<file path="config.mk">
export PLATFORM = sky130hd
export DESIGN_NAME = beat_tempo_estimator
export DESIGN_NICKNAME = d
export VERILOG_FILES = /design/src/rtl/beat_tempo_estimator.sv
export SDC_FILE = /design/constraint.sdc
export NUM_CORES = 1
export LEC_CHECK = 0
export ABC_AREA = 1
export BUFFER_PORTS_ARGS = -buffer_cell sky130_fd_sc_hd__buf_2
export CAP_MARGIN = 20
export CORE_UTILIZATION = 55
export CTS_CLUSTER_SIZE = 25
export DETAILED_ROUTE_END_ITERATION = 7
export MAX_ROUTING_LAYER = met4
export PLACE_DENSITY_LB_ADDON = 0.3
export REMOVE_ABC_BUFFERS = 1
export SETUP_SLACK_MARGIN = 0.1
export SLEW_MARGIN = 20
export SYNTH_ARGS = -nofsm -noshare
export SYNTH_HDL_FRONTEND = slang
export SYNTH_SLANG_ARGS = --single-unit
</file>
<file path="constraint.sdc">
create_clock -name clk_camera_in -period 7.21 [get_ports clk_camera_in]
set_input_delay 0.721 -clock clk_camera_in [delete_from_list [all_inputs] [get_ports clk_camera_in]]
set_output_delay 0.721 -clock clk_camera_in [all_outputs]
set_load 0.02 [all_outputs]
</file>
<file path="src/rtl/beat_tempo_estimator.sv">
// Beat tempo estimator: accepts direction-change edges as beats, measures inter-beat period, times out idle runs.
// Define TEMPO_AVG_EN to report a 4-interval running average instead of the latest interval.
module beat_tempo_estimator #(
  parameter int CNT_W        = 27,
  parameter int MIN_INTERVAL = 5_000_000,
  parameter int MAX_INTERVAL = 100_000_000
) (
  input  logic             clk_camera_in,
  input  logic             rst_in,
  input  logic             change_in,
  output logic             beat_out,
  output logic [CNT_W-1:0] period_out,
  output logic             period_valid_out,
  output logic             timeout_out
);

  typedef enum logic {IDLE, RUN} state_t;

  localparam logic [CNT_W-1:0] MIN_C = CNT_W'(MIN_INTERVAL);
  localparam logic [CNT_W-1:0] MAX_C = CNT_W'(MAX_INTERVAL);
  localparam logic [CNT_W-1:0] ONE   = CNT_W'(1);

  state_t           state, state_nxt;
  logic [CNT_W-1:0] cnt, cnt_nxt;
  logic             change_q;
  logic             edge_det;
  logic             beat_nxt;
  logic             timeout_nxt;
  logic             accept;

  assign edge_det = change_in & ~change_q;

  // A timeout and an edge in the same cycle restart the run as a first beat.
  always_comb begin
    state_nxt   = state;
    cnt_nxt     = cnt;
    beat_nxt    = 1'b0;
    timeout_nxt = 1'b0;
    accept      = 1'b0;
    case (state)
      IDLE: begin
        cnt_nxt = '0;
        if (edge_det) begin
          state_nxt = RUN;
          cnt_nxt   = ONE;
          beat_nxt  = 1'b1;
        end
      end
      RUN: begin
        if (cnt >= MAX_C) begin
          timeout_nxt = 1'b1;
          state_nxt   = IDLE;
          cnt_nxt     = '0;
          if (edge_det) begin
            state_nxt = RUN;
            cnt_nxt   = ONE;
            beat_nxt  = 1'b1;
          end
        end else if (edge_det && (cnt >= MIN_C)) begin
          accept   = 1'b1;
          beat_nxt = 1'b1;
          cnt_nxt  = ONE;
        end else begin
          cnt_nxt = cnt + ONE;
        end
      end
      default: state_nxt = IDLE;
    endcase
  end

  always_ff @(posedge clk_camera_in or posedge rst_in) begin
    if (rst_in) begin
      state       <= IDLE;
      cnt         <= '0;
      change_q    <= 1'b0;
      beat_out    <= 1'b0;
      timeout_out <= 1'b0;
    end else begin
      state       <= state_nxt;
      cnt         <= cnt_nxt;
      change_q    <= change_in;
      beat_out    <= beat_nxt;
      timeout_out <= timeout_nxt;
    end
  end

`ifdef TEMPO_AVG_EN
  logic [3:0][CNT_W-1:0] hist;
  logic [CNT_W+1:0]      sum;
  logic [2:0]            fill;

  // Sum is maintained incrementally; hist[3] is the oldest entry (zero until filled).
  always_ff @(posedge clk_camera_in or posedge rst_in) begin
    if (rst_in) begin
      hist <= '0;
      sum  <= '0;
      fill <= '0;
    end else if (timeout_nxt) begin
      hist <= '0;
      sum  <= '0;
      fill <= '0;
    end else if (accept) begin
      hist <= {hist[2:0], cnt};
      sum  <= sum + {2'b00, cnt} - {2'b00, hist[3]};
      if (fill != 3'd4) fill <= fill + 3'd1;
    end
  end

  always_ff @(posedge clk_camera_in or posedge rst_in) begin
    if (rst_in) begin
      period_out       <= '0;
      period_valid_out <= 1'b0;
    end else begin
      period_valid_out <= timeout_nxt ? 1'b0 : (fill == 3'd4);
      if (fill == 3'd4) period_out <= sum[CNT_W+1:2];
    end
  end
`else
  logic             acc_q;
  logic [CNT_W-1:0] last_q;

  always_ff @(posedge clk_camera_in or posedge rst_in) begin
    if (rst_in) begin
      acc_q            <= 1'b0;
      last_q           <= '0;
      period_out       <= '0;
      period_valid_out <= 1'b0;
    end else begin
      acc_q <= accept;
      if (accept) last_q <= cnt;
      if (timeout_nxt) begin
        period_valid_out <= 1'b0;
      end else if (acc_q) begin
        period_out       <= last_q;
        period_valid_out <= 1'b1;
      end
    end
  end
`endif

endmodule

</file>
### Word level (Yosys, flattened, before mapping)

Cells that the tools add are included.

| word-level totals | value |
|---|---|
| word-level logic and storage cells | 35 |
| flip-flop bits (word level) | 87 |
| output and inout bits | 30 |
| input port bits | 3 |

| operators by class | value |
|---|---|
| magnitude comparators | 2 |
| bitwise gates (word level) | 4 |
| multiplexer cells | 16 |
| add/sub/neg operators | 1 |
| reduce and logical (&&, ||, !) cells | 3 |

Operators by type and width:

| kind | count |
|---|---|
| $mux W27 | 2 |
| $pmux W27 S2 | 1 |
| $add A27 B1 Y27 const B | 1 |
| $ge A27 B23 Y1 const B | 1 |
| $ge A27 B27 Y1 const B | 1 |
| $mux W1 | 11 |
| $pmux W1 S2 | 2 |
| $not A1 Y1 | 3 |
| $reduce_and A2 Y1 | 1 |
| $reduce_bool A2 Y1 | 1 |
| $and A1 B1 Y1 | 1 |
| $logic_and A1 B1 Y1 | 1 |

### Longest topological paths before layout

Gate-level depths: netlist of the first run.

| logic depth | value |
|---|---|
| depth after elaboration | 6 |
| depth in mapped cells | 12 |
| mapped depth without buffers | 10 |

### Worst setup path before layout of the first run

Ideal clock, no wire load.

| timing | value |
|---|---|
| kind | input -> register |
| start | in change_in |
| end | reg last_q[0] |
| data required time | 7.087 ns |
| setup time | 0.123 ns |
| buffers on the path | 2 |
| path slack | 5.603 ns |
| arrival time | 1.484 ns |
| cell stages on the path | 7 |
| cells stage by stage | inv_1 nor2_1 nand2_4 buf_6 buf_6 o21ai_0 nand2_1 |

| on the way | value |
|---|---|
| longest elaborated chain between the ends | 5 |

Ends and longest elaborated chain:

| element | RTL line | source |
|---|---|---|
| start: declaration | 10 | `input logic change_in,` |
| $and A1 B1 Y1 | 31 | `assign edge_det = change_in & ~change_q;` |
| $logic_and A1 B1 Y1 | 59 | `end else if (edge_det && (cnt >= MIN_C)) begin` |
| $mux W1 | 59 |  |
| $mux W1 | 50 | `if (cnt >= MAX_C) begin` |
| $mux W1 | 40 | `case (state)` |
| end signal: assignment | 130 | `if (accept) last_q <= cnt;` |
| end: declaration | 120 | `logic [CNT_W-1:0] last_q;` |

No other way between the ends.
A chain may end at the register's enable or synchronous reset.

### Worst setup path after layout of the first run

| timing | value |
|---|---|
| start | reg cnt[12] |
| end | reg last_q[9] |

| on the way | value |
|---|---|
| longest elaborated chain between the ends | 5 |
| elaborated cells between the ends (all ways) | 6 |
| those cells by class | 2 x order compare; 3 x mux; 1 x reduce/logical |

Ends and longest elaborated chain:

| element | RTL line | source |
|---|---|---|
| start: declaration | 24 | `logic [CNT_W-1:0] cnt, cnt_nxt;` |
| start signal: assignment | 80 | `cnt <= cnt_nxt;` |
| $ge A27 B23 Y1 | 59 |  |
| $logic_and A1 B1 Y1 | 59 |  |
| $mux W1 | 59 |  |
| $mux W1 * | 50 |  |
| $mux W1 * | 40 |  |

Mark *: on every way between the ends. The rest lies on a longest branch, timed or not.

==> out/results.tsv, run 1 <==
metric	value	unit
outcome	completed	
synth top area cells	dfrtp_1 (52%), nand2_1 (15%), nor2_1 (6.1%), nand3_1 (4.5%), o21ai_0 (4.5%)	
total CTS buffers	9	
Area Growth Syn to Fin	8.06	%
Multi-input gate area	1690	sq um
Switching Fraction	21.6	%
Post-CTS Resized	0	
final hold vios	0	
class of the tightest hold or removal check	reg -> reg	
YS warnings	0	
Synth Cell Area	4160	sq um
Final Cycle Share	32.0	%
Max FO, Critical Path	29	
TritonCTS clock tree	done	
crit start category	flip-flop	
clock latency on the worst-skew pair	0.36	ns
Clock power frac	40.7	%
drt pass-1 iters	5	
routed wire length	8260	microns
Sequential Power Share	58.1	%
CTS sink count	87	
CORE AREA	7290	sq um
Pleak	2.47	nW
storage element area	2180	sq um
die height	89.0	microns
DRT iter0 DRCs	175	
Routed WL per cell	13.1	microns
Final min period	2.30	ns
fill count	674	
net switching power	0.000181	W
post-route ant nets	0	
worst setup path endpoint	last_q[9]	
initial antenna violation count	0	
Reg2Reg Setup Slack	4.91	ns
Syn Area/Cell	8.24	sq um
Initial Utilization	57.0	%
worst r2r src	cnt[12]	
Max Freq	434	MHz
layout cells sized above 1	11.5	%
most frequent cell after synthesis	nand2_1	
floorplan row count	31	
Vias per Instance	5.17	
Main synth FF type	dfrtp_1	
FF-to-FF End	last_q[9]	
hold depth	2	
Worst Max-Slew Pin Slew	0.875	ns
Worst Path Arrival	2.60	ns
max cap viols	0	
max-slew violation count	0	
RSZ-0062 raised after global routing	false	
Clock Skew	0.0171	ns
cell taking the most area after synthesis	dfrtp_1	
pin count of the biggest net entering global routing	88	
Gate power share	1.3	%
Synth cell types	32	
first-pass GRT wire length	14200	microns
Die Wd	89.0	microns
vias in the first global route	3029	
CTS Hold Bufs	0	
root buf cell	clkbuf_8	
fin area	4490	sq um
Fin Setup TNS	0	ns
PortBufs	32	
diode count	0	
number of flops mapped to enable cells by yosys	0	
final setup violating endpoints	0	
Power per Cell Area	187	nW/um^2
setup bufs post-CTS	0	
CTS Buffer Depth	2	
post-synthesis sequential area ratio	52.3	%
io pins	33	
IR drop worst, VDD	0.0981	mV
gpl congestion	0.948	
fin util	61.6	%
Yosys top cell area share	52.3	%
Async S/R FF share, synth	100	%
worst r2r path cells	9	
Internal	0.000659	W
Crit Path Category	reg -> reg	
hold_sp	period_out[13]	
DP Area	4290	sq um
Net count, final	532	
Yosys reg bits	87	
Post-Syn Instances	505	
Worst EP required	7.50	ns
remaining routing DRC violations	0	
most frequent cells after synthesis	nand2_1 (165), dfrtp_1 (87), nor2_1 (68), nand3_1 (37), o21ai_0 (37)	
area of the die	7910	sq um
GRT overflow	0	
Critical Path End Type	flip-flop	
hpwl dp	5850	microns
H-Tree Depth	3	
GRT Total Usage	24.6	%
Rel. slew slack	41.6	%
Setup crit start	cnt[12]	
clock-pin slew of the registers on the worst-case setup and hold paths	0.08	ns
Vias	3256	
Final Power	0.000840	W
state kept, by name (all words and copies together), names as in the netlist:
signal / flops
change_q: 1
period_valid_out: 1
beat_out: 1
last_q: 27
timeout_out: 1
period_out: 27
acc_q: 1
state: 1
cnt: 27
kinds of logic after synthesis:
logic type,after synthesis,synth area share (%)
AND/OR/NAND/NOR,300,31.1
XOR/XNOR,16,3.37
AO/OA/AOI/OAI,43,5.63
adder cells (fa/ha/maj),2,0.602
flip-flops,87,52.3
buffers and inverters,57,6.95
worst min path at each step:
stage / endpoint / slack (ns)
floorplan: last_q[4] / 0.45
global placement: period_out[15] / 0.45
detailed placement: period_out[26] / 0.45
CTS: period_out[26] / 0.47
global route: change_q / 0.47
finish: period_out[13] / 0.47
metal layers:
layer	vias to the layer above	track usage, %	share of wire [%]
li1	1634	-	-
met1	1533	33.4	49
met2	76	36.3	45
met3	13	5.45	5.2
met4	0	9.09	1.5
met5	-	-	0
cell type report:
type / instances / area share (%)
Inverter: 35 / 2.95
Tap cell: 99 / 2.76
Clock buffer: 11 / 3.15
Clock inverter: 4 / 1.22
Multi-Input combinational cell: 361 / 37.7
Sequential cell: 87 / 48.4
Timing Repair Buffer: 33 / 3.81
placed cells by master, fill, tap and decap left out, drive strengths merged:
cell type	n
nand2	169
dfrtp	87
nor2	71
nand3	40
o21ai	38
inv	35
buf	33
xor2	12
clkbuf	11
nand4	10
nor3	6
xnor2	4
o21bai	2
a21oi	2
ha	2
clkinv	2
a21boi	1
or2	1
nor3b	1
nand3b	1
and2	1
clkinvlp	1
bufinv	1
per-stage QoR:
stage | hold slack (ns) | worst slack, ns | std cells
6_report | 0.468 | 4.91 | 630
5_1_grt | 0.467 | 4.62 | 630
4_1_cts | 0.474 | 4.86 | 630
3_5_place_dp | 0.453 | 4.88 | 615
3_3_place_gp | 0.448 | 4.98 | 615
2_1_floorplan | 0.452 | 4.24 | 483
worst max-delay path, cell delays in order (launching register included):
cell	delay (ns)
dfrtp_1	0.46
nor2_1	0.20
nor2_1	0.06
nand2_1	0.06
nand2_1	0.04
nand2_1	0.10
nand4_2	0.58
nor2_8	0.53
nand2_1	0.12
nand2_1	0.09
power groups by stage:
stage	Combinational (W)	Sequential [W]	Clock, W
2_1_floorplan	0.00000757	0.000498	0
5_1_grt	0.0000128	0.000488	0.000372
4_1_cts	0.0000112	0.000488	0.000347
3_3_place_gp	0.0000110	0.000498	0
6_report	0.0000106	0.000488	0.000341
3_5_place_dp	0.0000112	0.000498	0
Note: power is estimated with default switching activity, not from simulation.
==> run 2: changes to the inputs <==
--- a/config.mk
+++ b/config.mk
@@ -5,7 +5,7 @@
 export SDC_FILE = /design/constraint.sdc
 export NUM_CORES = 1
 export LEC_CHECK = 0
-export ABC_AREA = 1
+export ABC_AREA = 0
 export BUFFER_PORTS_ARGS = -buffer_cell sky130_fd_sc_hd__buf_2
 export CAP_MARGIN = 20
 export CORE_UTILIZATION = 55
==> constraint.sdc (replaced) <==
create_clock -name clk_camera_in -period 2.3 [get_ports clk_camera_in]
set_input_delay 0.23 -clock clk_camera_in [delete_from_list [all_inputs] [get_ports clk_camera_in]]
set_output_delay 0.23 -clock clk_camera_in [all_outputs]
set_load 0.02 [all_outputs]
==> out/results.tsv, run 2 <==
metric	value	unit	change
final hold vios	0		unchanged
H-Tree Depth	3		unchanged
commonest cells after routing, fill and taps aside	dfrtp_1 (87), mux2_2 (52), nor2_1 (39)		was nand2_1 (165), dfrtp_1 (87), nor2_1 (68)
Vias	2365		was 3256
Net count, final	356		was 532
outcome	complete, but fails checks		was completed
Async S/R FF share, synth	100	%	unchanged
Worst EP required	2.55	ns	was 7.50 ns
floorplan row count	29		was 31
Pleak	2.12	nW	was 2.47 nW
Final Power	0.00480	W	was 0.000840 W
remaining routing DRC violations	6		was 0
first-pass GRT wire length	11100	microns	was 14200 microns
drt pass-1 iters	7		was 5
Die Wd	83.9	microns	was 89.0 microns
RSZ-0062 raised after global routing	true		was false
final setup violating endpoints	0		unchanged
Final min period	2.14	ns	was 2.30 ns
most frequent cells after synthesis	dfrtp_1 (87), mux2_2 (52), nor2_1 (39), nand2_1 (16), xnor2_1 (14)		was nand2_1 (165), dfrtp_1 (87), nor2_1 (68), nand3_1 (37), o21ai_0 (37)
total CTS buffers	9		unchanged
Max FO, Critical Path	14		was 29
CTS sink count	87		unchanged
class of the tightest hold or removal check	in -> async		was reg -> reg
failing checks	DRC		
PortBufs	32		unchanged
Critical Path End Type	flip-flop		unchanged
max-slew violation count	0		unchanged
Post-Syn Instances	293		was 505
Area Growth Syn to Fin	17.9	%	was 8.06%
vias in the first global route	2338		was 3029
IR drop worst, VDD	0.595	mV	was 0.0981 mV
fin util	67.7	%	was 61.6%
Worst Max-Slew Pin Slew	0.669	ns	was 0.875 ns
io pins	33		unchanged
Main synth FF type	dfrtp_1		unchanged
Yosys top cell area share	59.0	%	was 52.3%
GRT Total Usage	21.3	%	was 24.6%
gpl congestion	0.829		was 0.948
post-route ant nets	0		unchanged
most frequent cell after synthesis	dfrtp_1		was nand2_1
Rel. slew slack	55.3	%	was 41.6%
fin area	4350	sq um	was 4490 sq um
CTS Buffer Depth	2		unchanged
Final Cycle Share	93.1	%	was 32.0%
diode count	0		unchanged
clock-pin slew of the registers on the worst-case setup and hold paths	0.08	ns	about the same
root buf cell	clkbuf_8		unchanged
GRT overflow	0		unchanged
Synth Cell Area	3690	sq um	was 4160 sq um
synth top area cells	dfrtp_1 (59%), mux2_2 (16%), nor2_1 (4.0%), xnor2_1 (3.3%), xor2_1 (2.4%)		was dfrtp_1 (52%), nand2_1 (15%), nor2_1 (6.1%), nand3_1 (4.5%), o21ai_0 (4.5%)
Clock Skew	0.0100	ns	was 0.0171 ns
Worst Path Arrival	2.39	ns	was 2.60 ns
YS warnings	0		unchanged
initial antenna violation count	0		unchanged
DRT iter0 DRCs	115		was 175
Syn Area/Cell	12.6	sq um	was 8.24 sq um
clock latency on the worst-skew pair	0.36	ns	about the same
area of the die	7040	sq um	was 7910 sq um
TritonCTS clock tree	done		unchanged
top flop regs	cnt x27, last_q x27, period_out x27		unchanged
Power per Cell Area	1100	nW/um^2	was 187 nW/um^2
routed wire length	6480	microns	was 8260 microns
Fin Setup TNS	0	ns	unchanged
DP Area	4050	sq um	was 4290 sq um
max cap viols	0		unchanged
Yosys reg bits	87		unchanged
cell taking the most area after synthesis	dfrtp_1		unchanged
Synth cell types	34		was 32
pin count of the biggest net entering global routing	50		was 88
layout cells sized above 1	36.5	%	was 11.5%
hpwl dp	4220	microns	was 5850 microns
Max Freq	467	MHz	was 434 MHz
post-synthesis sequential area ratio	59.0	%	was 52.3%
CORE AREA	6420	sq um	was 7290 sq um
number of flops mapped to enable cells by yosys	0		unchanged
Initial Utilization	57.5	%	was 57.0%
commonest non-fill, non-tap cell in the layout	dfrtp_1		was nand2_1
fill count	472		was 674
Routed WL per cell	15.0	microns	was 13.1 microns
Crit Path Category	reg -> reg		unchanged
die height	83.9	microns	was 89.0 microns
crit start category	flip-flop		unchanged
Vias per Instance	5.46		was 5.17
-- run 2: layout make-up --
class	instances	area, sq um	share of cell area (%)
Clock buffer	10	138	3.16
Tap cell	77	96.3	2.22
Inverter	7	27.5	0.633
Timing Repair Buffer	58	418	9.61
Multi-Input combinational cell	188	1430	32.8
Sequential cell	87	2180	50.1
Clock inverter	6	67.6	1.55
-- run 2: critical path: stages, from the launching register on --
cell      delay, ns
dfrtp_1        0.38
or4_1          0.53
o211ai_2       0.23
a211oi_4       0.11
nor3_4         0.13
buf_4          0.16
buf_16         0.15
mux2_2         0.33
-- run 2: metal layers --
metal	track usage, %	part of all wire [%]
met4	9.72	2.1
met1	27.9	46
met5	-	0
met3	4.85	3.4
met2	31.9	48
-- run 2: kinds of logic after synthesis --
logic type / count (synthesis) / share of synthesized area (%)
buffers and inverters: 18 / 2.75
XOR/XNOR: 24 / 5.70
adder cells (fa/ha/maj): 2 / 0.678
AND/OR/NAND/NOR: 94 / 12.4
flip-flops: 87 / 59.0
AO/OA/AOI/OAI: 14 / 2.95
multiplexers: 54 / 16.5
-- run 2: where the power goes --
group | total, W | switching, W | internal (W)
combinational | 0.00139 | 0.000699 | 0.000690
sequential | 0.00233 | 0.000338 | 0.00199
clock | 0.00109 | 0.000550 | 0.000537
-- run 2: metrics by stage --
| step | setup WS, ns | cells | hold slack [ns] |
|---|---|---|---|
| 2_1_floorplan | -0.259 | 282 | 0.261 |
| 3_3_place_gp | 0.136 | 410 | 0.339 |
| 3_5_place_dp | 0.105 | 410 | 0.344 |
| 4_1_cts | 0.105 | 430 | 0.492 |
| 5_1_grt | 0.0829 | 433 | 0.506 |
| 6_report | 0.159 | 433 | 0.485 |
-- run 2: repair_timing --
action / in CTS / in global routing
setup buffers: 1 / 3
cloned: 1 / 0
pin swaps: 1 / 0
setup endpoints to repair: 11 / 27
hold buffers: 2 / 0
hold endpoints to repair: 39 / 0
resized for setup: 0 / 3
-- run 2: final timing paths --
| kind | start | endpoint | slack, ns | cells past startpoint |
|---|---|---|---|---|
| max reg2reg | cnt[12] | last_q[17] | 0.16 | 7 |
| min | rst_in | last_q[24] | 0.49 | 3 |
| max | cnt[12] | last_q[17] | 0.16 | 7 |
| max in group asynchronous | rst_in | period_out[25] | 1.14 | 4 |
| min in group clk_camera_in | last_q[25] | last_q[25] | 0.50 | 1 |
| min reg2reg | last_q[25] | last_q[25] | 0.50 | 1 |
==> run 3: changes to the inputs <==
==> constraint.sdc (replaced) <==
create_clock -name clk_camera_in -period 2.63 [get_ports clk_camera_in]
set_input_delay 0.263 -clock clk_camera_in [delete_from_list [all_inputs] [get_ports clk_camera_in]]
set_output_delay 0.263 -clock clk_camera_in [all_outputs]
set_load 0.02 [all_outputs]
==> out/results.tsv, run 3 (synthesized netlist as in run 2, its figures left out) <==
metric	value	unit	change
Crit Path Category	reg -> reg		unchanged
PortBufs	32		unchanged
io pins	33		unchanged
Max FO, Critical Path	14		unchanged
uppermost layer routed	met4		unchanged
root buf cell	clkbuf_8		unchanged
Vias	2302		was 2365
Final Cycle Share	92.4	%	was 93.1%
Fin Setup TNS	0	ns	unchanged
max cap viols	0		unchanged
GRT overflow	0		unchanged
Routed WL per cell	14.9	microns	was 15.0 microns
Area Growth Syn to Fin	14.0	%	was 17.9%
diode count	0		unchanged
max-slew violation count	0		unchanged
Vias per Instance	5.52		was 5.46
Worst Path Arrival	2.67	ns	was 2.39 ns
failing checks	DRC, hold timing		was DRC
gpl congestion	0.835		was 0.829
layout cells sized above 1	33.8	%	was 36.5%
commonest cells after routing, fill and taps aside	dfrtp_1 (87), mux2_2 (52), nor2_1 (39)		unchanged
commonest non-fill, non-tap cell in the layout	dfrtp_1		unchanged
GRT Total Usage	20.5	%	was 21.3%
class of the tightest hold or removal check	in -> async		unchanged
clock latency on the worst-skew pair	0.35	ns	was 0.36 ns
met3 routed WL	253	microns	was 221 microns
pin count of the biggest net entering global routing	88		was 50
Die Wd	83.9	microns	unchanged
Hold WS	-0.00663	ns	was 0.485 ns
drt pass-1 iters	7		unchanged
remaining routing DRC violations	6		unchanged
initial antenna violation count	0		unchanged
Net count, final	340		was 356
total CTS buffers	9		unchanged
Pleak	2.04	nW	was 2.12 nW
routed wire length	6230	microns	was 6480 microns
die height	83.9	microns	unchanged
clock-pin slew of the registers on the worst-case setup and hold paths	0.08	ns	about the same
Post-CTS Resized	0		unchanged
first-pass GRT wire length	10800	microns	was 11100 microns
final hold vios	5		was 0
hpwl dp	4090	microns	was 4220 microns
pre-CTS WS	0.232	ns	was 0.105 ns
DRT iter0 DRCs	100		was 115
met2 routed WL	3070	microns	was 3140 microns
Worst Max-Slew Pin Slew	0.435	ns	was 0.669 ns
Initial Utilization	57.5	%	unchanged
area of the die	7040	sq um	unchanged
top flop regs	cnt x27, last_q x27, period_out x27		unchanged
Critical Path End Type	flip-flop		unchanged
H-Tree Depth	3		unchanged
Final min period	2.43	ns	was 2.14 ns
CTS Buffer Depth	2		unchanged
IR drop worst, VDD	0.506	mV	was 0.595 mV
setup ws final	0.200	ns	was 0.159 ns
floorplan row count	29		unchanged
post-route ant nets	0		unchanged
final setup violating endpoints	0		unchanged
CORE AREA	6420	sq um	unchanged
TritonCTS clock tree	done		unchanged
outcome	complete, but fails checks		unchanged
RSZ-0062 raised after global routing	false		was true
Worst EP required	2.87	ns	was 2.55 ns
Clock Skew	0.00830	ns	was 0.0100 ns
setup bufs post-CTS	0		was 1
Power per Cell Area	1010	nW/um^2	was 1100 nW/um^2
Max Freq	411	MHz	was 467 MHz
CTS sink count	87		unchanged
WL met1	2790	microns	was 2980 microns
Rel. slew slack	71.0	%	was 55.3%
CTS Hold Bufs	0		was 2
vias in the first global route	2319		was 2338
crit start category	flip-flop		unchanged
-- run 3: area by class of cell --
cell class                 instances  area [sq um]
clock buffer                      10           138
clock inverter                     6           108
fill                             485          2220
inverter                           7          27.5
multi-input combinational        188          1410
sequential                        87          2180
tap                               77          96.3
timing repair buffer              42           248
-- run 3: final timing paths --
check                                      end  slack, ns  startpoint  cells past startpoint
min in group clk_camera_in            change_q       0.03   change_in                      1
worst min-delay path            period_out[26]     -0.007      rst_in                      3
worst min register to register      last_q[25]       0.49  last_q[25]                      1
worst max-delay path            period_out[15]       0.20     cnt[13]                      6
worst max register to register  period_out[15]       0.20     cnt[13]                      6
max in group asynchronous       period_out[15]       2.30      rst_in                      3
-- run 3: where the power goes --
| group | internal (W) | total, W | switching (W) |
|---|---|---|---|
| logic | 0.000526 | 0.00107 | 0.000545 |
| clock network | 0.000653 | 0.00110 | 0.000447 |
| registers | 0.00174 | 0.00208 | 0.000344 |
-- run 3: stage by stage --
stage | hold slack [ns] | instance area (sq um) | cells | util (%) | power (W)
5_1_grt | 0.0161 | 4210 | 417 | 65.5 | 0.00451
4_1_cts | 0.00184 | 4210 | 417 | 65.5 | 0.00431
2_1_floorplan | 0.294 | 3610 | 282 | - | 0.00282
3_3_place_gp | 0.389 | 3960 | 401 | 61.7 | 0.00313
3_5_place_dp | 0.393 | 3960 | 401 | 61.7 | 0.00319
6_report | -0.00663 | 4210 | 417 | 65.5 | 0.00426
-- run 3: critical path, stage by stage, from the launching register on --
cell,delay [ns]
dfrtp_1,0.48
and4_1,0.40
o211ai_2,0.18
or4_1,0.53
nand4_2,0.11
buf_4,0.25
mux2_2,0.36
-- run 3: metal layers --
| metal | vias up | GRT usage, % |
|---|---|---|
| met1 | 1153 | 25.1 |
| met4 | 0 | 8.93 |
| li1 | 1098 | - |
| met3 | 8 | 6.13 |
| met2 | 43 | 31.7 |
| met5 | - | - |
